[config.mk]
export PLATFORM = sky130hd
export DESIGN_NAME = difftest_arch_event_arbiter
export DESIGN_NICKNAME = d
export VERILOG_FILES = /design/src/rtl/difftest_arch_event_arbiter.sv
export SDC_FILE = /design/constraint.sdc
export NUM_CORES = 1
export LEC_CHECK = 0
export BUFFER_PORTS_ARGS = -buffer_cell sky130_fd_sc_hd__buf_2
export CAP_MARGIN = 20
export CELL_PAD_IN_SITES_DETAIL_PLACEMENT = 0
export CELL_PAD_IN_SITES_GLOBAL_PLACEMENT = 2
export CORE_MARGIN = 5
export CORE_UTILIZATION = 42
export CTS_CLUSTER_DIAMETER = 50
export DETAILED_ROUTE_END_ITERATION = 8
export PLACE_DENSITY_LB_ADDON = 0.25
export SLEW_MARGIN = 20
export SYNTH_ARGS = -nofsm -noshare
export SYNTH_HDL_FRONTEND = slang
export SYNTH_SLANG_ARGS = --single-unit
export TNS_END_PERCENT = 50
[constraint.sdc]
create_clock -name clock -period 6.13 [get_ports clock]
set_input_delay 0.613 -clock clock [delete_from_list [all_inputs] [get_ports clock]]
set_output_delay 0.613 -clock clock [all_outputs]
set_load 0.005 [all_outputs]
[src/rtl/difftest_arch_event_arbiter.sv]
// Round-robin arbiter that funnels NUM_REQ difftest ArchEvent sources through a
// DEPTH-entry FIFO into the single per-hart ArchEvent sink (simulation-only block).
module difftest_arch_event_arbiter #(
    parameter int unsigned NUM_REQ = 2,
    parameter int unsigned DEPTH   = 4,
    localparam int unsigned PTR_W  = $clog2(DEPTH)
) (
    input  logic                    clock,
    input  logic                    reset,
    input  logic [NUM_REQ-1:0]      req_valid,
    output logic [NUM_REQ-1:0]      req_ready,
    input  logic [32*NUM_REQ-1:0]   req_interrupt,
    input  logic [32*NUM_REQ-1:0]   req_exception,
    input  logic [64*NUM_REQ-1:0]   req_exceptionPC,
    input  logic [32*NUM_REQ-1:0]   req_exceptionInst,
    input  logic [8*NUM_REQ-1:0]    req_coreid,
    input  logic                    out_ready,
    output logic                    out_enable,
    output logic [31:0]             out_interrupt,
    output logic [31:0]             out_exception,
    output logic [63:0]             out_exceptionPC,
    output logic [31:0]             out_exceptionInst,
    output logic [7:0]              out_coreid,
    output logic [PTR_W:0]          occupancy
);

    localparam int unsigned RR_W  = (NUM_REQ > 1) ? $clog2(NUM_REQ) : 1;
    localparam int unsigned CNT_W = PTR_W + 1;

    typedef struct packed {
        logic [31:0] interrupt;
        logic [31:0] exception;
        logic [63:0] pc;
        logic [31:0] inst;
        logic [7:0]  coreid;
    } event_t;

    event_t             mem [DEPTH];
    logic [PTR_W-1:0]   wr_ptr;
    logic [PTR_W-1:0]   rd_ptr;
    logic [CNT_W-1:0]   count;
    logic [RR_W-1:0]    rr_ptr;

    logic               space;
    logic               push;
    logic               pop;
    logic               grant_any;
    logic [RR_W-1:0]    grant_idx;
    logic [RR_W-1:0]    rr_next;
    logic [NUM_REQ-1:0] rot_valid;
    event_t             grant_event;
    event_t             head_event;

    // Pushes never borrow the same-cycle pop slot.
    assign space = (count < CNT_W'(DEPTH));
    assign pop   = (count != '0) && out_ready;
    assign push  = space && grant_any && !reset;

    // Rotate valids so bit 0 is the rr_ptr requester, then pick the lowest set bit.
    always_comb begin : arbitrate
        logic [RR_W-1:0] offset;
        logic [RR_W:0]   sum;
        grant_any = 1'b0;
        offset    = '0;
        sum       = '0;
        rot_valid = NUM_REQ'({req_valid, req_valid} >> rr_ptr);
        for (int i = int'(NUM_REQ) - 1; i >= 0; i--) begin
            if (rot_valid[i]) begin
                grant_any = 1'b1;
                offset    = RR_W'(i);
            end
        end
        sum = {1'b0, rr_ptr} + {1'b0, offset};
        if (sum >= (RR_W+1)'(NUM_REQ)) begin
            sum = sum - (RR_W+1)'(NUM_REQ);
        end
        grant_idx = sum[RR_W-1:0];
    end

    always_comb begin : ready_decode
        req_ready = '0;
        for (int i = 0; i < int'(NUM_REQ); i++) begin
            req_ready[i] = push && (grant_idx == RR_W'(i));
        end
    end

    always_comb begin : grant_mux
        grant_event = '0;
        for (int i = 0; i < int'(NUM_REQ); i++) begin
            if (grant_idx == RR_W'(i)) begin
                grant_event.interrupt = req_interrupt[32*i +: 32];
                grant_event.exception = req_exception[32*i +: 32];
                grant_event.pc        = req_exceptionPC[64*i +: 64];
                grant_event.inst      = req_exceptionInst[32*i +: 32];
                grant_event.coreid    = req_coreid[8*i +: 8];
            end
        end
    end

    always_comb begin : rr_advance
        rr_next = rr_ptr;
        if (push) begin
            if (grant_idx == RR_W'(NUM_REQ - 1)) begin
                rr_next = '0;
            end else begin
                rr_next = grant_idx + RR_W'(1);
            end
        end
    end

    // Storage is deliberately not reset; count gates every read of it.
    always_ff @(posedge clock) begin
        if (push) begin
            mem[wr_ptr] <= grant_event;
        end
    end

    always_ff @(posedge clock or posedge reset) begin
        if (reset) begin
            wr_ptr <= '0;
            rd_ptr <= '0;
            count  <= '0;
            rr_ptr <= '0;
        end else begin
            rr_ptr <= rr_next;
            if (push) begin
                wr_ptr <= wr_ptr + PTR_W'(1);
            end
            if (pop) begin
                rd_ptr <= rd_ptr + PTR_W'(1);
            end
            case ({push, pop})
                2'b10:   count <= count + CNT_W'(1);
                2'b01:   count <= count - CNT_W'(1);
                default: count <= count;
            endcase
        end
    end

    assign head_event        = (count != '0) ? mem[rd_ptr] : '0;
    assign out_enable        = pop;
    assign out_interrupt     = head_event.interrupt;
    assign out_exception     = head_event.exception;
    assign out_exceptionPC   = head_event.pc;
    assign out_exceptionInst = head_event.inst;
    assign out_coreid        = head_event.coreid;
    assign occupancy         = count;

endmodule

### Word-level counts from Yosys, hierarchy flattened

Memories as Yosys holds them, arrays and structs flattened.
Cells that the tools add are included.

* register bits: 8
* memory bits (writable): 672
* word-level logic and storage cells: 36
* memories kept: 1

Memory list
* mem: words 4, width 168, read ports 1, clocked after memory_dff 0, write ports 1, line 38 `event_t mem [DEPTH];`

* $add $sub $neg: 7
* $lt $le $gt $ge: 2
* equal/unequal tests: 2
* shifts and indexed selects: 1
* multiplexer cells: 10
* bitwise logic cells: 1
* reductions and logical operators: 8

Operator list (count)
* $mux W168: 2
* $mux W1: 7
* $pmux W3 S2: 1
* $logic_and A1 B1 Y1: 5
* $add A2 B1 Y2 const B: 2
* $shr A4 B1 Y2: 1
* $add A3 B1 Y3 const B: 1
* $lt A3 B3 Y1 const B: 1
* $reduce_bool A3 Y1: 1
* $sub A3 B1 Y3 const B: 1
* $add A1 B1 Y2: 1
* $eq A2 B1 Y1 const B: 1
* $eq A2 B2 Y1 const B: 1
* $ge A2 B2 Y1 const B: 1
* $reduce_bool A2 Y1: 1
* $add A1 B1 Y1 const B: 1
* $logic_not A1 Y1: 1
* $not A1 Y1: 1
* $sub A1 B1 Y1 const B: 1

### Depth between registers and ports, before layout

Gate-level depths: netlist of run 1.

* depth in word-level cells: 8
* gate-level depth with buffers: 10
* mapped depth without buffers: 9

### Worst setup path before layout of run 1

No wires, ideal clock.

* path kind: input port to flip-flop
* start point: input reset
* end point: memory mem[0][0] (netlist name), enable pin
* library setup time: 548 ps
* arrival time: 4943 ps
* setup slack: 639 ps
* stages on the path: 4
* path buffers: 1
* cells stage by stage: nor2_1 -> o21a_1 -> clkbuf_1 -> and2_1

* cells in the longest elaborated chain, start to end: 4

Ends and longest elaborated chain
* start: declaration: line 9 `input logic reset,`
* $logic_not A1 Y1 (no line)
* $logic_and A1 B1 Y1: line 57 `assign push = space && grant_any && !reset;`
* $mux W1: line 113 `if (push) begin`
* $mux W1 (not written as such): line 114 `mem[wr_ptr] <= grant_event;`
* end: declaration: line 38

Every way passes these cells.

### Final worst setup path of run 1

* start point: register rd_ptr[1]
* end point: output out_exceptionPC[18]

* cells in the longest elaborated chain, start to end: 2

Ends and longest elaborated chain
* start: declaration: line 40 `logic [PTR_W-1:0] rd_ptr;`
* start signal: assignment: line 130 `rd_ptr <= rd_ptr + PTR_W'(1);`
* $mem_v2 Z4 W168
* $mux W168: line 140 `assign head_event = (count != '0) ? mem[rd_ptr] : '0;`
* end: declaration: line 21 `output logic [63:0] out_exceptionPC,`

Every way passes these cells.

==> summary.md, run 1 <==
| Metric | Value |
|---|---|
| Status | finished clean |
| Pre-CTS setup slack | between 2 and 3 ns |
| R2R Path End | occupancy[2]$_DFFE_PP0P_ |
| HPWL after DPL | 38700 µm |
| Crit. End Element | output port |
| LEAKAGE | 0.0119 µW |
| Crit path launch | rd_ptr[1]$_DFFE_PP0P_ |
| Layout cells sized above 1 | 52.2% |
| Pin count of the biggest net entering global routing | a little over 100 |
| Synth top area share | approximately 73% |
| Worst hold stages | 3 |
| Fin worst setup slack | around 2.4 ns |
| Fin nets | about 2.2k |
| Row Count | 94 |
| Hold Path Origin | out_ready |
| Crit path kind | reg2out |
| Max-slew violation count | 0 |
| Vias in the first global route | 15.2k |
| FMAX | 271 MHz |
| Sequential-to-total area share from yosys stat | between 70% and 80% |
| Setup TNS | 0 ns |
| DRT iter0 DRCs | between 700 and 800 |
| Vias per cell | between 5 and 6 |
| CTS Buf Count | 77 |
| H-tree levels | 3 |
| Total Routing Usage GR | approximately 17% |
| Area growth syn-to-layout | 21.6% |
| Clock net sink count | 680 |
| Core ar. | approximately 66000 µm² |
| Post-DRT Antenna Nets | 0 |
| Via count | roughly 14k |
| Gate Count Post-Synth | 1298 |
| Synth Cell Area | 27800 µm² |
| Worst slew pin tran | 1.03 ns |
| Hold crit path type | in2reg |
| IO Port Bufs | ~510 |
| Crit-path max FO | 61 |
| Startpoint Class | flip-flop |
| Clock Latency Late Sink | about 0.60 ns |
| Die area | 71500 µm² |
| First-pass GRT wire length | 91700 µm |
| Yosys synthesis warning count | 0 |
| # diodes | 0 |
| Fillcell total | around 5.3k |
| Clock Skew | 0.0156 ns |
| Avg Cell Area, Syn | 21.4 µm² |
| R2R Path Start | occupancy[0]$_DFFE_PP0P_ |
| Number of synthesized flops with an enable pin | roughly 670 |
| P per Cell Area | 461 nW/µm² |
| Initial antenna violation count | 0 |
| Reg2Reg Depth | 9 |
| Yosys cell types | 21 |
| Max_cap viols | 0 |
| Final setup violation count | 0 |
| Maximum VDD drop | 0.000332 V |
| Die Y | ~270 µm |
| Yosys reg bits | 680 |
| Count leader, synth | edfxtp_1 |
| I/O pins | 515 |
| Post-synth top flop | edfxtp_1 |
| Worst Path Arrival | about 3.1 ns |
| Routability Congestion | 0.718 |
| DR DRC count | 0 |
| Drt total wl | between 60000 and 70000 µm |
| Initial core utilization | 42.3% |
| Wire length per cell | ~22 µm |
| Worst Setup EP | out_exceptionPC[18] |
| Syn_nets | 1645 |
| Die Wd | about 270 µm |
| Clock root cell | clkbuf_16 |
| Grt ovf | 0 |
| Register-to-Register Setup Slack | 3.28 ns |
| Required time of the critical path | ~5.5 ns |
| Async SR Flop Fraction | 1.18% |
| Longest Clk Path Bufs | 3 |
| RSZ-0062 raised after global routing | no |
| Slew HR | between 30% and 40% |
| Dominant cell type by area after synthesis | edfxtp_1 |
| CTS tree | built |
| Synth cell count leaders | 672 x edfxtp_1, 174 x and2_1, 169 x mux2_2, 168 x mux4_2, 31 x buf_2 |
| CTS clk-pin slew, worst paths | 0.06 ns |
| Final Hold Viols | 0 |
| Fin crit share | 60.3% |
| Synth area leaders | edfxtp_1 73%, mux4_2 14%, mux2_2 6.8% |
| Post-layout min period | 3.70 ns |
| Iteration count of the initial detailed-routing pass | 6 |
[kinds of logic (layout without fill, tap and decap cells)]
group           after synthesis  in the layout  share of synthesized area (%)
compound gates                2              2                         0.0585
mux                         339            339                           20.5
fa+ha+maj                     6              6                          0.297
simple gates                181            181                           4.02
buf+inv                      84            679                           1.70
xor+xnor                      6              6                          0.189
flops                       680            680                           73.2
[state kept, by name (all words and copies together), names as in the netlist]
signal,count
rr_ptr,1
rd_ptr,2
wr_ptr,2
mem,672
occupancy,3
[worst min-delay path by stage]
stage,endpoint,slack (ns)
finish,rd_ptr[1]$_DFFE_PP0P_,0.32
global route,rd_ptr[1]$_DFFE_PP0P_,0.31
CTS,rd_ptr[1]$_DFFE_PP0P_,0.27
detailed placement,occupancy[2]$_DFFE_PP0P_,0.54
global placement,occupancy[0]$_DFFE_PP0P_,0.51
floorplan,occupancy[0]$_DFFE_PP0P_,0.43
[layout make-up]
cell class,instances,area [µm²],share of cell area (%)
sequential,680,20400,60.3
multi-input combinational,534,7000,20.7
timing repair buffer,531,2800,8.28
clock buffer,91,2040,6.04
tap,864,1080,3.19
clock inverter,49,493,1.46
inverter,8,30.0,0.0887
[layout by cell type (no fill, tap or decap)]
master and instances:
mux2_2 169, or3_4 1, xor2_1 3, mux4_2 168, o21a_1 1, inv_1 8
clkbuf_16 80, bufinv_16 7, nand2_1 1, dfrtp_1 6, inv_6 5, dfrtp_4 2
edfxtp_1 672, clkinv_8 3, buf_2 514, buf_12 8, clkinv_1 15, buf_4 8
xnor2_1 3, fa_1 1, o21ai_4 1, and2_4 4, clkinv_2 6, nor2_1 4
and2_1 170, dlygate4sd3_1 1, ha_1 5, nand3_1 1, clkbuf_1 11, clkinv_4 5
mux2i_1 2, clkinvlp_4 8
[repair_timing]
item	in CTS	in global routing
hold buffers	1	0
gates resized for setup	0	0
setup buffers	0	0
hold endpoints to repair	8	0
[critical path: stages (launching register included)]
cell,delay (ns)
dfrtp_4,1.08
buf_4,0.62
mux4_2,0.39
and2_1,0.20
buf_2,0.14
[per-layer routing]
| metal | track usage (%) | part of all wire (%) |
|---|---|---|
| met5 | 0 | 0 |
| met4 | 4.46 | 1.9 |
| met3 | 4.17 | 7.1 |
| met2 | 28.1 | 50 |
| met1 | 22.6 | 41 |
[power breakdown]
part           total, µW  internal [µW]  switching (µW)
logic               4910           2450            2450
registers           6210           5940             270
clock network       4490           2700            1790
[metrics by stage]
stage	hold WS [ns]	util (%)	power [µW]	instance area [µm²]	cells
after global placement	0.514	47.6	11300	31300	2616
after global routing	0.312	51.5	16500	33800	2757
final	0.316	51.5	15600	33800	2757
after detailed placement	0.537	47.6	11400	31300	2616
after CTS	0.273	51.5	15900	33800	2757
after floorplan	0.429	-	9460	27800	1298
Power figures use the tool's default switching activity.
==> run 2, diff against run 1 <==
--- a/config.mk
+++ b/config.mk
@@ -10,7 +10,7 @@
 export CELL_PAD_IN_SITES_DETAIL_PLACEMENT = 0
 export CELL_PAD_IN_SITES_GLOBAL_PLACEMENT = 2
 export CORE_MARGIN = 5
-export CORE_UTILIZATION = 42
+export CORE_UTILIZATION = 38
 export CTS_CLUSTER_DIAMETER = 50
 export DETAILED_ROUTE_END_ITERATION = 8
 export PLACE_DENSITY_LB_ADDON = 0.25
==> constraint.sdc (replaced) <==
create_clock -name clock -period 3.4 [get_ports clock]
set_input_delay 0.34 -clock clock [delete_from_list [all_inputs] [get_ports clock]]
set_output_delay 0.34 -clock clock [all_outputs]
set_load 0.005 [all_outputs]
==> summary.md, run 2 (synthesis results as in run 1) <==
| Metric | Value |
|---|---|
| Post-layout min period | 3.11 ns |
| Sw frac | 28.8% (-0.13 points) |
| Hold endpoint | rd_ptr[1]$_DFFE_PP0P_ |
| Reg2Reg Depth | 4 (-5) |
| Hold Path Origin | out_ready |
| Required time of the critical path | 3.06 ns (-2.46 ns) |
| Initial antenna violation count | 0 (unchanged) |
| Status | finished clean |
| Met3 Usage GRT | 4.14% (-0.027 points) |
| Final core utilization | 47.1% (-4.4 points) |
| IO Port Bufs | 514 (unchanged) |
| CTS tree | built |
| Clock Latency Late Sink | 0.60 ns (about the same) |
| I/O pins | 515 (unchanged) |
| Met2 usage | 26.6% (-1.5 points) |
| R2R Path Start | occupancy[2]$_DFFE_PP0P_ |
| Initial core utilization | 38.2% (-4.1 points) |
| Crit path kind | reg2out |
| Longest Clk Path Bufs | 3 (unchanged) |
| Grt ovf | 0 (unchanged) |
| Register-to-Register Setup Slack | 1.03 ns (-2.25 ns) |
| Wire length per cell | 22.1 µm (-1.3%) |
| Reg with most FFs | mem |
| # diodes | 0 (unchanged) |
| Pin count of the biggest net entering global routing | 170 (+65%) |
| P per Cell Area | 827 nW/µm² (+79%) |
| Hold slack | 0.0838 ns (-0.233 ns) |
| Cell count after placement | 2746 (+5.0%) |
| Die Y | 281 µm (+4.9%) |
| Hold crit path type | in2reg |
| Fillcell total | 6276 (+17%) |
| Clock Skew | 0.0298 ns (+0.0141 ns) |
| Via count | 14.2k (+0.96%) |
| Clock power share | 27.9% (-0.9 points) |
| Layout cells sized above 1 | 52.9% (+0.67 points) |
| Max_cap viols | 0 (unchanged) |
| Iteration count of the initial detailed-routing pass | 6 (unchanged) |
| Share of power burned in registers | 39.3% (-0.5 points) |
| Die area | 78800 µm² (+10%) |
| Total Routing Usage GR | 15.8% (-1.0 points) |
| Final Hold Viols | 0 (unchanged) |
| HPWL after DPL | 41200 µm (+6.6%) |
| Commonest non-fill, non-tap cells in the layout | 672 x edfxtp_1, 514 x buf_2, 170 x and2_1 |
| Row Count | 99 (+5.3%) |
| Setup TNS | 0 ns (unchanged) |
| Max reg flops | 672 (unchanged) |
| Worst slew pin tran | 0.774 ns (-0.258 ns) |
| R2R Path End | mem[2][164]$_DFFE_PP_ |
| Global routing's busiest layer | met2 |
| Die Wd | 281 µm (+4.9%) |
| CTS Buf Count | 75 (-2.6%) |
| LEAKAGE | 0.0121 µW (+1.7%) |
| H-tree levels | 3 (unchanged) |
| Core ar. | 72800 µm² (+11%) |
| Commonest non-fill, non-tap cell in the layout | edfxtp_1 |
| Startpoint Class | flip-flop |
| Cell Int Power | 20200 µW (+82%) |
| Slew HR | 48.4% (+17 points) |
| Area occupied by multi-input gates | 7000 µm² (unchanged) |
| Clock root cell | clkbuf_16 |
| Vias in the first global route | 15.6k (+2.5%) |
| Clock net sink count | 680 (unchanged) |
| Worst Path Arrival | 2.77 ns (-0.31 ns) |
| Crit. End Element | output port |
| DRT iter0 DRCs | 1014 (+38%) |
| Post-DRT Antenna Nets | 0 (unchanged) |
| Fin crit share | between 90% and 100% |
| FMAX | between 300 and 400 MHz |
| Crit-path max FO | 33 (-46%) |
| Post_cts resized | 0 (unchanged) |
| CTS clk-pin slew, worst paths | 0.06 ns (about the same) |
| Final Non-Filler Cells | 2877 (+4.4%) |
| Comb power frac | 32.8% (+1.4 points) |
| RSZ-0062 raised after global routing | no |
| Maximum VDD drop | 0.000565 V (+70%) |
| Area growth syn-to-layout | 23.3% |
| Worst hold stages | 3 (unchanged) |
| Met1 usage | 21.2% (-1.5 points) |
| Sequential Area | 20400 µm² (unchanged) |
| Hold-fix buffers, CTS | 1 (unchanged) |
| DR DRC count | 0 (unchanged) |
| Fin nets | 2212 (+1.5%) |
| Routability Congestion | 0.720 (+0.33%) |
| Setup Fix Bufs, Post-CTS | 0 (unchanged) |
| Drt total wl | 63500 µm (+3.0%) |
| Overall Power | 28400 µW (+82%) |
| First-pass GRT wire length | 95200 µm (+3.8%) |
| Max-slew violation count | 0 (unchanged) |
| Final setup violation count | 0 (unchanged) |
| Switching Power | 8180 µW (+81%) |
| Vias per cell | 4.95 (-3.3%) |
==> run 2: power by group through the flow <==
stage | sequential (µW) | combinational (µW) | clock (µW)
3_3_place_gp | 11300 | 9560 | 0
5_1_grt | 11200 | 10200 | 8510
2_1_floorplan | 11100 | 5880 | 0
6_report | 11100 | 9310 | 7930
3_5_place_dp | 11400 | 9640 | 0
4_1_cts | 11200 | 9670 | 8160
==> run 2: area by class of cell <==
class                           instances  share of cell area, %
Inverter                                8                 0.0875
Clock inverter                         36                   1.28
Clock buffer                           94                   5.80
Sequential cell                       680                   59.4
Multi-Input combinational cell        534                   20.4
Tap cell                              959                   3.50
Timing Repair Buffer                  566                   9.52
==> run 2: layer usage <==
metal | routed length [µm] | part of all wire, %
met5 | 0 | 0
met4 | 970 | 1.5
met3 | 4070 | 6.4
met2 | 31600 | 50
met1 | 26900 | 42
==> run 2: metrics by stage <==
stage / setup slack, ns / instance area [µm²]
after global routing: 0.105 / 34300
after CTS: 0.169 / 34300
after detailed placement: 0.838 / 31900
after global placement: 0.840 / 31900
after floorplan: -0.0412 / 27800
final: 0.292 / 34300
==> run 2: worst max-delay path by stage <==
stage                        startpoint  depth (start not counted)                   end
6_report          rd_ptr[0]$_DFFE_PP0P_                          4  out_exceptionInst[0]
5_1_grt           rd_ptr[0]$_DFFE_PP0P_                          4  out_exceptionInst[0]
4_1_cts           rd_ptr[0]$_DFFE_PP0P_                          4         out_coreid[3]
3_5_place_dp      rd_ptr[0]$_DFFE_PP0P_                          4         out_coreid[3]
3_3_place_gp      rd_ptr[0]$_DFFE_PP0P_                          4         out_coreid[6]
2_1_floorplan  occupancy[2]$_DFFE_PP0P_                          4   mem[0][0]$_DFFE_PP_
==> run 2: worst max-delay path: stages (launching register included) <==
cell     delay [ns]
dfrtp_4        0.91
buf_4          0.40
mux4_2         0.54
and2_1         0.19
buf_2          0.13
